[config.mk]
export PLATFORM = sky130hd
export DESIGN_NAME = alu_sequencer
export DESIGN_NICKNAME = d
export VERILOG_FILES = /design/src/rtl/calc_pkg.sv /design/src/rtl/seq_restoring_divider.sv /design/src/rtl/alu_sequencer.sv
export SDC_FILE = /design/constraint.sdc
export NUM_CORES = 2
export LEC_CHECK = 0
export CORE_MARGIN = 2
export CORE_UTILIZATION = 57
export CTS_CLUSTER_SIZE = 10
export DETAILED_ROUTE_END_ITERATION = 12
export PLACE_DENSITY = 0.78
export SLEW_MARGIN = 20
export SYNTH_ARGS = -nofsm -noshare
export SYNTH_HDL_FRONTEND = slang
export SYNTH_SLANG_ARGS = --single-unit
[constraint.sdc]
create_clock -name clock -period 22.8 [get_ports clock]
set_input_delay 3.42 -clock clock [delete_from_list [all_inputs] [get_ports clock]]
set_output_delay 3.42 -clock clock [all_outputs]
set_load 0.05 [all_outputs]
[src/rtl/calc_pkg.sv]
// Shared definitions for the calculator datapath: ALU op codes, sequencer
// states and the default fixed-point scale (two decimal places).
package calc_pkg;

    typedef enum logic [1:0] {
        ALU_ADD = 2'd0,
        ALU_SUB = 2'd1,
        ALU_MUL = 2'd2,
        ALU_DIV = 2'd3
    } alu_op_e;

    typedef enum logic [1:0] {
        SEQ_IDLE   = 2'd0,
        SEQ_MUL    = 2'd1,
        SEQ_DIV    = 2'd2,
        SEQ_FINISH = 2'd3
    } seq_state_e;

    localparam int unsigned CALC_FRAC_SCALE = 100;

endpackage

[src/rtl/seq_restoring_divider.sv]
// Restoring divider: 2*WIDTH-bit dividend by WIDTH-bit divisor, one quotient
// bit per enabled step, MSB first. load_i captures the dividend and clears
// the partial remainder; divisor_i must be held stable while stepping.
module seq_restoring_divider #(
    parameter int WIDTH = 64
) (
    input  logic               clock,
    input  logic               reset,
    input  logic               load_i,
    input  logic               step_i,
    input  logic [2*WIDTH-1:0] dividend_i,
    input  logic [WIDTH-1:0]   divisor_i,
    output logic [2*WIDTH-1:0] quotient_o,
    output logic [WIDTH-1:0]   remainder_o
);

    logic [2*WIDTH-1:0] quot_q, quot_d;
    logic [WIDTH-1:0]   rem_q, rem_d;
    logic [WIDTH:0]     trial;
    logic [WIDTH-1:0]   diff;
    logic               fits;

    // Partial remainder shifted left with the next dividend bit brought in.
    // The remainder is always below the divisor, so the low WIDTH bits of the
    // subtraction are exact whenever the trial fits.
    assign trial = {rem_q, quot_q[2*WIDTH-1]};
    assign fits  = (trial >= {1'b0, divisor_i});
    assign diff  = trial[WIDTH-1:0] - divisor_i;

    // Next-state: load clears the remainder; each step retires one quotient bit.
    always_comb begin
        quot_d = quot_q;
        rem_d  = rem_q;
        if (load_i) begin
            quot_d = dividend_i;
            rem_d  = '0;
        end else if (step_i) begin
            quot_d = {quot_q[2*WIDTH-2:0], fits};
            rem_d  = fits ? diff : trial[WIDTH-1:0];
        end
    end

    // Quotient shift register and partial remainder.
    always_ff @(posedge clock or posedge reset) begin
        if (reset) begin
            quot_q <= '0;
            rem_q  <= '0;
        end else begin
            quot_q <= quot_d;
            rem_q  <= rem_d;
        end
    end

    assign quotient_o  = quot_q;
    assign remainder_o = rem_q;

endmodule

[src/rtl/alu_sequencer.sv]
// Multi-cycle signed fixed-point ALU behind a start/done handshake.
// Add/sub complete in one cycle; mul and div share a WIDTH-cycle shift-add
// multiplier phase followed by a 2*WIDTH-cycle restoring division phase,
// then a one-cycle sign/saturation step.
// Build option: define ALU_SEQUENCER_ROUND_EN to round the mul/div quotient
// half away from zero instead of truncating (latency unchanged).
module alu_sequencer
    import calc_pkg::*;
#(
    parameter int WIDTH      = 64,
    parameter int FRAC_SCALE = CALC_FRAC_SCALE
) (
    input  logic                    clock,
    input  logic                    reset,
    input  logic                    start,
    input  logic [1:0]              op,
    input  logic signed [WIDTH-1:0] operand_a,
    input  logic signed [WIDTH-1:0] operand_b,
    input  logic                    abort,
    output logic                    busy,
    output logic                    done,
    output logic signed [WIDTH-1:0] result,
    output logic                    error
);

    localparam int CNT_W = $clog2(2 * WIDTH);
    localparam logic [WIDTH-1:0]   SCALE_W = WIDTH'(FRAC_SCALE);
    localparam logic [WIDTH-1:0]   MAX_POS = {1'b0, {(WIDTH-1){1'b1}}};
    localparam logic [WIDTH-1:0]   MIN_NEG = {1'b1, {(WIDTH-1){1'b0}}};
    localparam logic [2*WIDTH:0]   MAG_MAX = {{(WIDTH+2){1'b0}}, {(WIDTH-1){1'b1}}};

    seq_state_e           state_q, state_d;
    logic [CNT_W-1:0]     cnt_q, cnt_d;
    logic                 sign_q, sign_d;
    logic [2*WIDTH-1:0]   mcand_q, mcand_d;
    logic [WIDTH-1:0]     mplier_q, mplier_d;
    logic [2*WIDTH-1:0]   prod_q, prod_d;
    logic [WIDTH-1:0]     divisor_q, divisor_d;
    logic signed [WIDTH-1:0] result_q, result_d;
    logic                 error_q, error_d;
    logic                 done_q, done_d;

    alu_op_e              op_e;
    logic signed [WIDTH-1:0] add_res, sub_res;
    logic                 add_ovf, sub_ovf;
    logic [WIDTH-1:0]     abs_a, abs_b;
    logic [2*WIDTH-1:0]   prod_acc;
    logic                 div_load, div_step;
    logic [2*WIDTH-1:0]   div_quot;
    logic [WIDTH-1:0]     div_rem;
    logic [2*WIDTH:0]     fin_mag;
    logic [WIDTH-1:0]     fin_res;
    logic                 fin_err;

    // Clamp an unsigned magnitude into the signed result range and apply the
    // sign; returns {error, result}.
    function automatic logic [WIDTH:0] saturate(input logic [2*WIDTH:0] mag,
                                                input logic neg);
        logic [WIDTH-1:0] low;
        low = mag[WIDTH-1:0];
        if (mag > MAG_MAX) begin
            return neg ? {1'b1, MIN_NEG} : {1'b1, MAX_POS};
        end
        return {1'b0, neg ? (~low + 1'b1) : low};
    endfunction

`ifdef ALU_SEQUENCER_ROUND_EN
    // Round half away from zero: bump the magnitude when the leftover is at
    // least half the divisor. The sign is applied afterwards.
    function automatic logic [2*WIDTH:0] round_mag(input logic [2*WIDTH-1:0] q,
                                                   input logic [WIDTH-1:0] r,
                                                   input logic [WIDTH-1:0] d);
        if ({r, 1'b0} >= {1'b0, d}) begin
            return {1'b0, q} + (2*WIDTH+1)'(1);
        end
        return {1'b0, q};
    endfunction

    assign fin_mag = round_mag(div_quot, div_rem, divisor_q);
`else
    logic unused_rem;
    assign fin_mag    = {1'b0, div_quot};
    assign unused_rem = ^div_rem;
`endif

    assign op_e    = alu_op_e'(op);
    assign add_res = operand_a + operand_b;
    assign sub_res = operand_a - operand_b;
    assign add_ovf = (operand_a[WIDTH-1] == operand_b[WIDTH-1]) &&
                     (add_res[WIDTH-1] != operand_a[WIDTH-1]);
    assign sub_ovf = (operand_a[WIDTH-1] != operand_b[WIDTH-1]) &&
                     (sub_res[WIDTH-1] != operand_a[WIDTH-1]);
    assign abs_a   = operand_a[WIDTH-1] ? $unsigned(-operand_a) : $unsigned(operand_a);
    assign abs_b   = operand_b[WIDTH-1] ? $unsigned(-operand_b) : $unsigned(operand_b);

    // Shift-add: the multiplicand moves left while the multiplier moves right,
    // so bit 0 of the multiplier always selects the current partial product.
    assign prod_acc = prod_q + (mplier_q[0] ? mcand_q : '0);

    assign {fin_err, fin_res} = saturate(fin_mag, sign_q);

    seq_restoring_divider #(
        .WIDTH (WIDTH)
    ) u_div (
        .clock       (clock),
        .reset       (reset),
        .load_i      (div_load),
        .step_i      (div_step),
        .dividend_i  (prod_acc),
        .divisor_i   (divisor_q),
        .quotient_o  (div_quot),
        .remainder_o (div_rem)
    );

    // Next-state and output decode for the sequencer FSM.
    always_comb begin
        state_d   = state_q;
        cnt_d     = cnt_q;
        sign_d    = sign_q;
        mcand_d   = mcand_q;
        mplier_d  = mplier_q;
        prod_d    = prod_q;
        divisor_d = divisor_q;
        result_d  = result_q;
        error_d   = error_q;
        done_d    = 1'b0;
        div_load  = 1'b0;
        div_step  = 1'b0;

        case (state_q)
            SEQ_IDLE: begin
                if (start && !abort) begin
                    case (op_e)
                        ALU_ADD: begin
                            result_d = add_res;
                            error_d  = add_ovf;
                            done_d   = 1'b1;
                        end
                        ALU_SUB: begin
                            result_d = sub_res;
                            error_d  = sub_ovf;
                            done_d   = 1'b1;
                        end
                        default: begin
                            if (op_e == ALU_DIV && operand_b == '0) begin
                                result_d = '0;
                                error_d  = 1'b1;
                                done_d   = 1'b1;
                            end else begin
                                state_d   = SEQ_MUL;
                                cnt_d     = '0;
                                sign_d    = operand_a[WIDTH-1] ^ operand_b[WIDTH-1];
                                mcand_d   = {{WIDTH{1'b0}}, abs_a};
                                mplier_d  = (op_e == ALU_MUL) ? abs_b : SCALE_W;
                                divisor_d = (op_e == ALU_MUL) ? SCALE_W : abs_b;
                                prod_d    = '0;
                            end
                        end
                    endcase
                end
            end

            SEQ_MUL: begin
                if (abort) begin
                    state_d = SEQ_IDLE;
                end else begin
                    prod_d   = prod_acc;
                    mcand_d  = mcand_q << 1;
                    mplier_d = mplier_q >> 1;
                    if (cnt_q == CNT_W'(WIDTH - 1)) begin
                        state_d  = SEQ_DIV;
                        cnt_d    = '0;
                        div_load = 1'b1;
                    end else begin
                        cnt_d = cnt_q + 1'b1;
                    end
                end
            end

            SEQ_DIV: begin
                if (abort) begin
                    state_d = SEQ_IDLE;
                end else begin
                    div_step = 1'b1;
                    if (cnt_q == CNT_W'(2 * WIDTH - 1)) begin
                        state_d = SEQ_FINISH;
                        cnt_d   = '0;
                    end else begin
                        cnt_d = cnt_q + 1'b1;
                    end
                end
            end

            SEQ_FINISH: begin
                state_d = SEQ_IDLE;
                if (!abort) begin
                    result_d = fin_res;
                    error_d  = fin_err;
                    done_d   = 1'b1;
                end
            end

            default: state_d = SEQ_IDLE;
        endcase
    end

    // State and datapath registers; reset discards any operation in flight.
    always_ff @(posedge clock or posedge reset) begin
        if (reset) begin
            state_q   <= SEQ_IDLE;
            cnt_q     <= '0;
            sign_q    <= 1'b0;
            mcand_q   <= '0;
            mplier_q  <= '0;
            prod_q    <= '0;
            divisor_q <= '0;
            result_q  <= '0;
            error_q   <= 1'b0;
            done_q    <= 1'b0;
        end else begin
            state_q   <= state_d;
            cnt_q     <= cnt_d;
            sign_q    <= sign_d;
            mcand_q   <= mcand_d;
            mplier_q  <= mplier_d;
            prod_q    <= prod_d;
            divisor_q <= divisor_d;
            result_q  <= result_d;
            error_q   <= error_d;
            done_q    <= done_d;
        end
    end

    assign busy   = (state_q != SEQ_IDLE);
    assign done   = done_q;
    assign result = result_q;
    assign error  = error_q;

endmodule

# After elaboration in Yosys (flattened, before gate mapping)

Cells that the tools add are included.

Word-level logic and storage cells: 131
Bits of input ports: 134
Register bits: 652
Output and inout port bits: 67

$add $sub $neg: 8
Equal/unequal tests: 21
Mux-type cells: 65
Bitwise logic cells: 4
Magnitude comparators: 2
Reductions and logical operators: 19

Operator list:

| kind                                                                               | count |
|---|---|
| 128-bit two-way mux                                                                | 11 |
| 64-bit two-way mux                                                                 | 16 |
| 128-bit case mux with 2 select lines                                               | 2 |
| 64-bit case mux with 2 select lines                                                | 3 |
| 65-bit two-way mux                                                                 | 2 |
| 128-bit adder                                                                      | 1 |
| 128-bit by 63-bit greater-than comparator with 1-bit output, second input constant | 1 |
| 64-bit negation                                                                    | 2 |
| 64-bit subtractor                                                                  | 2 |
| 65-bit by 64-bit greater-or-equal comparator with 1-bit output                     | 1 |
| 64-bit by 1-bit adder with 64-bit output, second input constant                    | 1 |
| 64-bit adder                                                                       | 1 |
| 64-bit logical NOT                                                                 | 1 |
| 64-bit inverter                                                                    | 1 |
| 7-bit two-way mux                                                                  | 7 |
| 7-bit case mux with 3 select lines                                                 | 1 |
| 2-bit two-way mux                                                                  | 7 |
| 1-bit two-way mux                                                                  | 12 |
| 2-bit inequality test, second input constant                                       | 6 |
| 5-bit AND reduction                                                                | 2 |
| 2-bit == test, second input constant                                               | 4 |
| 2-bit case mux with 4 select lines                                                 | 1 |
| 4-bit AND reduction                                                                | 2 |
| 2-bit nonzero test                                                                 | 4 |
| 17 further kinds                                                                   | 28 |

# Longest topological paths before layout

Depth in word-level cells: 7
Mapped depth: 18

# Modules after synthesis

Synthesis repeated with hierarchy kept, for this count alone.

Cells, all modules: 6978
Area total of the unflattened synthesis: 53530.1 sq um

By module, submodules not included:

| module                | seq. area each (sq um) | instances | cells an instance | area each (sq um) |
|---|---|---|---|---|
| alu_sequencer         | 11511.0                | 1         | 5379              | 40415.0 |
| seq_restoring_divider | 4804.6                 | 1         | 1599              | 13115.1 |

# Least setup slack after synthesis

No wires, ideal clock.

Path kind: input-to-reg
Start: in operand_a[0]
End: reg result_q[62], in the netlist result[62]
Arrival: 6.762 ns
Data required time: 22.671 ns
Setup time: 0.129 ns
Stages on the path: 16
Buffers on the path: 0
Setup slack: 15.908 ns
Path through: inv_1 > ha_1 > fa_1 > nor2b_1 > o31a_1 > o2111ai_1 > a2111oi_0 > o2111ai_1 > a31oi_1 > o211ai_1 > and2_1 > a2111oi_0 > o2111ai_1 > a31oi_1 > xnor2_1 > o21ai_0

Longest elaborated chain between the ends: 4
Elaborated cells on any way between the ends: 5
Those cells by class: add/sub (2); mux (3)

RTL lines:

| what                                              | RTL line                                 | RTL |
|---|---|---|
| start, declared                                   | alu_sequencer.sv:17                      | `input logic signed [WIDTH-1:0] operand_a,` |
| 64-bit subtractor or 64-bit adder (tied branches) | alu_sequencer.sv:88, alu_sequencer.sv:87 |  |
| 64-bit case mux with 2 select lines *             | alu_sequencer.sv:133                     | `case (op_e)` |
| 64-bit two-way mux *                              | alu_sequencer.sv:132                     | `if (start && !abort) begin` |
| 64-bit case mux with 2 select lines *             | alu_sequencer.sv:130                     | `case (state_q)` |
| end signal, assigned                              | alu_sequencer.sv:228                     | `result_q <= result_d;` |
| end, declared                                     | alu_sequencer.sv:39                      | `logic signed [WIDTH-1:0] result_q, result_d;` |

Every way passes the cells marked *; elsewhere a longest branch is shown, timed or not. The select of a mux whose other input is x is not followed.
A chain may end at the register's enable or synchronous reset.

# Final worst setup path

Start: in operand_b[1]
End: reg mcand_q[35]

Longest elaborated chain between the ends: 4

RTL lines:

| what                            | RTL line             | RTL |
|---|---|---|
| start, declared                 | alu_sequencer.sv:18  | `input logic signed [WIDTH-1:0] operand_b,` |
| 64-bit logical NOT              | alu_sequencer.sv:145 | `if (op_e == ALU_DIV && operand_b == '0) begin` |
| 1-bit logical AND               | alu_sequencer.sv:145 |  |
| 2-bit inequality test (no line) | -                    |  |
| 5-bit AND reduction (no line)   | -                    |  |
| end signal, assigned            | alu_sequencer.sv:224 | `mcand_q <= mcand_d;` |
| end, declared                   | alu_sequencer.sv:35  | `logic [2*WIDTH-1:0] mcand_q, mcand_d;` |

No other way between the ends.

==> results.yml <==
global_route:
  grt_overflow: 0
  antenna_found_initial: 13
  grt_pass1_wl_mm: 281.1
  grt_start_max_net_pins: 228
  grt.total_usage_pct: 37.77
  grt_pass1_vias: 47960
final_layout:
  syn_to_final_growth_pct: 8.249
  fillers: 8131
  final_cell_mix: "nand2_1 (1076), dfrtp_1 (650), a21oi_1 (601)"
  layout_commonest_cell: "nand2_1"
  fin_cells: 7938
  drive_gt1_share_pct: 3.604
  final_util_pct: 62.12
  fin_nets: 7170
timing:
  finalMaxSlewViolations: 0
  finalClockSkew_ps: 34.85
  hold_violations: 0
  rsz0062_at_grt: "no"
  worst_pin_slew_ps: 1205
  relSlewSlack_pct: 18.59
  period_needed_ps: 10080
  tns_ps: 0
  fmax_ghz: 0.09921
  timing.final.crit_share_pct: 44.21
  setup_viol: 0
yosys:
  synth_flop_cell: "dfrtp_1"
  synth_area_um2: 52520
  ys_seq_area_share_pct: 31.06
  async_flop_share_pct: 100.0
  yosysWarningCount: 0
  synth-seq-cells: 652
  synth_cells: 6846
  synth_cell_types: 100
  syn_area_per_cell_um2: 7.672
  synth_nets: 7310
  synth_enable_flop_cells: 0
cts:
  cts-buffers-inserted: 81
  cts.clk_slew.worst_paths_ps: 60
  holdBufCountCts: 0
  cts-root-buf: "clkbuf_16"
  cts_sinks: 652
  cts_setup_buffers: 0
  clk_latency_ps: 660
  h-tree-depth: 3
  cts_resized: 0
  cts_tree: "done"
  clock_path_buffers: 3
power:
  pwr_density_cell_nw_per_um2: 126.8
  power_uw: 7207
  p_leak_uw: 0.02554
  peakVddDrop_mv: 0.1446
die:
  die_w_um: 307.6
  initial_core_util_pct: 57.39
  rows: 111
  pin_count: 201
  die_area_um2: 94590
  die_y_um: 307.6
  coreArea_um2: 91520
placed_design:
  gp_congestion: 1.035
  dpl.hpwl_mm: 134.5
  placement.io_buffers: 200
  dpl.cell_count: 7807
run:
  cap_viol_max_count: 0
run_status:
  outcome: "finished clean"
worst_setup_path:
  path_class: "primary input to flop"
  worstPathMaxFanout: 95
  critPathLaunchType: "primary input"
  required_ps: 23280
  regToRegSetupSlack_ps: 16720
  end_kind: "flop"
  critPathArrivalTime_ps: 10560
drt:
  met2_length_mm: 76.53
  post_drt_wl_per_cell_um: 22.98
  drtPass1Iterations: 8
  wl_met3_mm: 17.07
  met1_length_mm: 77.46
  via_count: 51940
  antenna_left: 0
  finalWirelength_mm: 182.4
  routed.top_layer: "met5"
  drc_errors: 0
  drt_first_iter_violations: 6278
  viasPerCell: 6.543
worst_hold_path:
  hp-class: "flop to flop"
-- area by class of cell --
cell class / instances / area, um^2 / share of cell area, %
Antenna cell: 10 / 25.02 / 0.04401
Tap cell: 1186 / 1484 / 2.610
Clock inverter: 12 / 100.1 / 0.1760
Inverter: 275 / 1040 / 1.829
Multi-Input combinational cell: 5447 / 33180 / 58.36
Clock buffer: 107 / 2277 / 4.005
Sequential cell: 652 / 16320 / 28.70
Timing Repair Buffer: 249 / 2431 / 4.276
-- stage by stage --
step	worst slack, ps	hold slack, ps	area, um^2
after detailed placement	12130	456.6	54400
after floorplan	1111	437.9	52520
after global routing	12320	488.5	56840
final	12720	465.5	56860
after global placement	12310	451.7	54400
after CTS	12860	468.8	56780
-- cells by family (layout without fill, tap and decap cells) --
family,Yosys count,count (layout),share of synthesized area (%)
DFF,652,652,31.06
and+or+nand+nor,2555,2555,22.21
adders and majority gates,330,330,7.918
other,0,10,0
AOI/OAI and AO/OA,2098,2098,25.03
xor gates and xnor gates,398,398,6.637
buffers and inverters,747,643,5.874
muxes,66,66,1.270
-- per-layer routing --
metal / vias to the layer above / track usage [%]
met5: - / 0
met2: 2642 / 55.22
met4: 6 / 20.64
li1: 23940 / -
met1: 24830 / 52.75
met3: 524 / 7.068
-- final timing paths --
path | startpoint | end | cells after the start
worst min register to register | mcand_q[127] | mcand_q[127] | 2
worst max-delay path | operand_b[1] | mcand_q[35] | 15
worst min-delay path | mcand_q[127] | mcand_q[127] | 2
worst max register to register | mplier_q[0] | u_div.quotient_o[114] | 16
min in group asynchronous | reset | u_div.remainder_o[27] | 2
max in group asynchronous | reset | u_div.quotient_o[44] | 4
-- power breakdown --
group          leakage [uW]  switching, uW  total [uW]  internal (uW)
registers           0.00846            427        2020           1590
logic                0.0159           2560        3970           1420
clock network       0.00118            515        1220            701
total                0.0255           3500        7210           3710
-- cell usage after synthesis (12+ instances only) --
cell type,count,area [um^2]
buf_1,36,135.1
buf_2,45,225.2
o211ai_1,27,202.7
dfrtp_1,652,16320
nor2_1,577,2166
o21a_1,37,277.8
nand2_1,1076,4039
o31a_1,14,122.6
inv_1,269,1010
o21bai_1,90,675.7
o41ai_1,44,385.4
xnor2_1,229,2006
ha_1,326,4079
o22a_1,28,245.2
nand3_1,224,1121
mux2i_1,61,610.6
or2_2,27,168.9
nand4_1,116,725.7
o21ai_0,509,2547
and3_1,50,312.8
nor3_1,93,465.5
nor2b_1,34,212.7
a22o_1,24,210.2
xor2_1,169,1480
nand2b_1,41,256.5
o22ai_1,35,219.0
a221o_1,14,140.1
and2_1,146,913.4
a221oi_1,41,359.1
o31ai_1,144,1081
a21boi_0,17,127.6
o311ai_0,15,131.4
o221ai_1,12,105.1
a311oi_1,12,105.1
a31oi_1,146,913.4
or3_1,30,187.7
buf_6,26,292.8
a31o_2,12,105.1
or4_1,29,217.7
nor4_1,61,381.6
a21oi_1,601,3008
clkbuf_1,359,1348
a21o_1,147,1104
o21ai_1,23,115.1
a211oi_1,29,217.7
-- sequential cells by signal (all words and copies together) (netlist names) --
signal and cells:
mcand_q 128, prod_q 128, u_div.quotient_o 128, divisor_q 64, mplier_q 64, result 64, u_div.remainder_o 64, cnt_q 7
state_q 2, done 1, error 1, sign_q 1
-- critical path, stage by stage --
cell	delay [ps]
clkdlybuf4s50_1	560
inv_1	160
ha_1	260
nand4_1	370
or4_4	660
nand2b_4	200
or4_1	610
o41ai_4	470
or2_1	210
mux2i_1	140
nand2b_4	550
buf_4	820
buf_4	830
buf_4	830
o21ai_0	230
No activity file was read; power rests on OpenSTA's default activity.
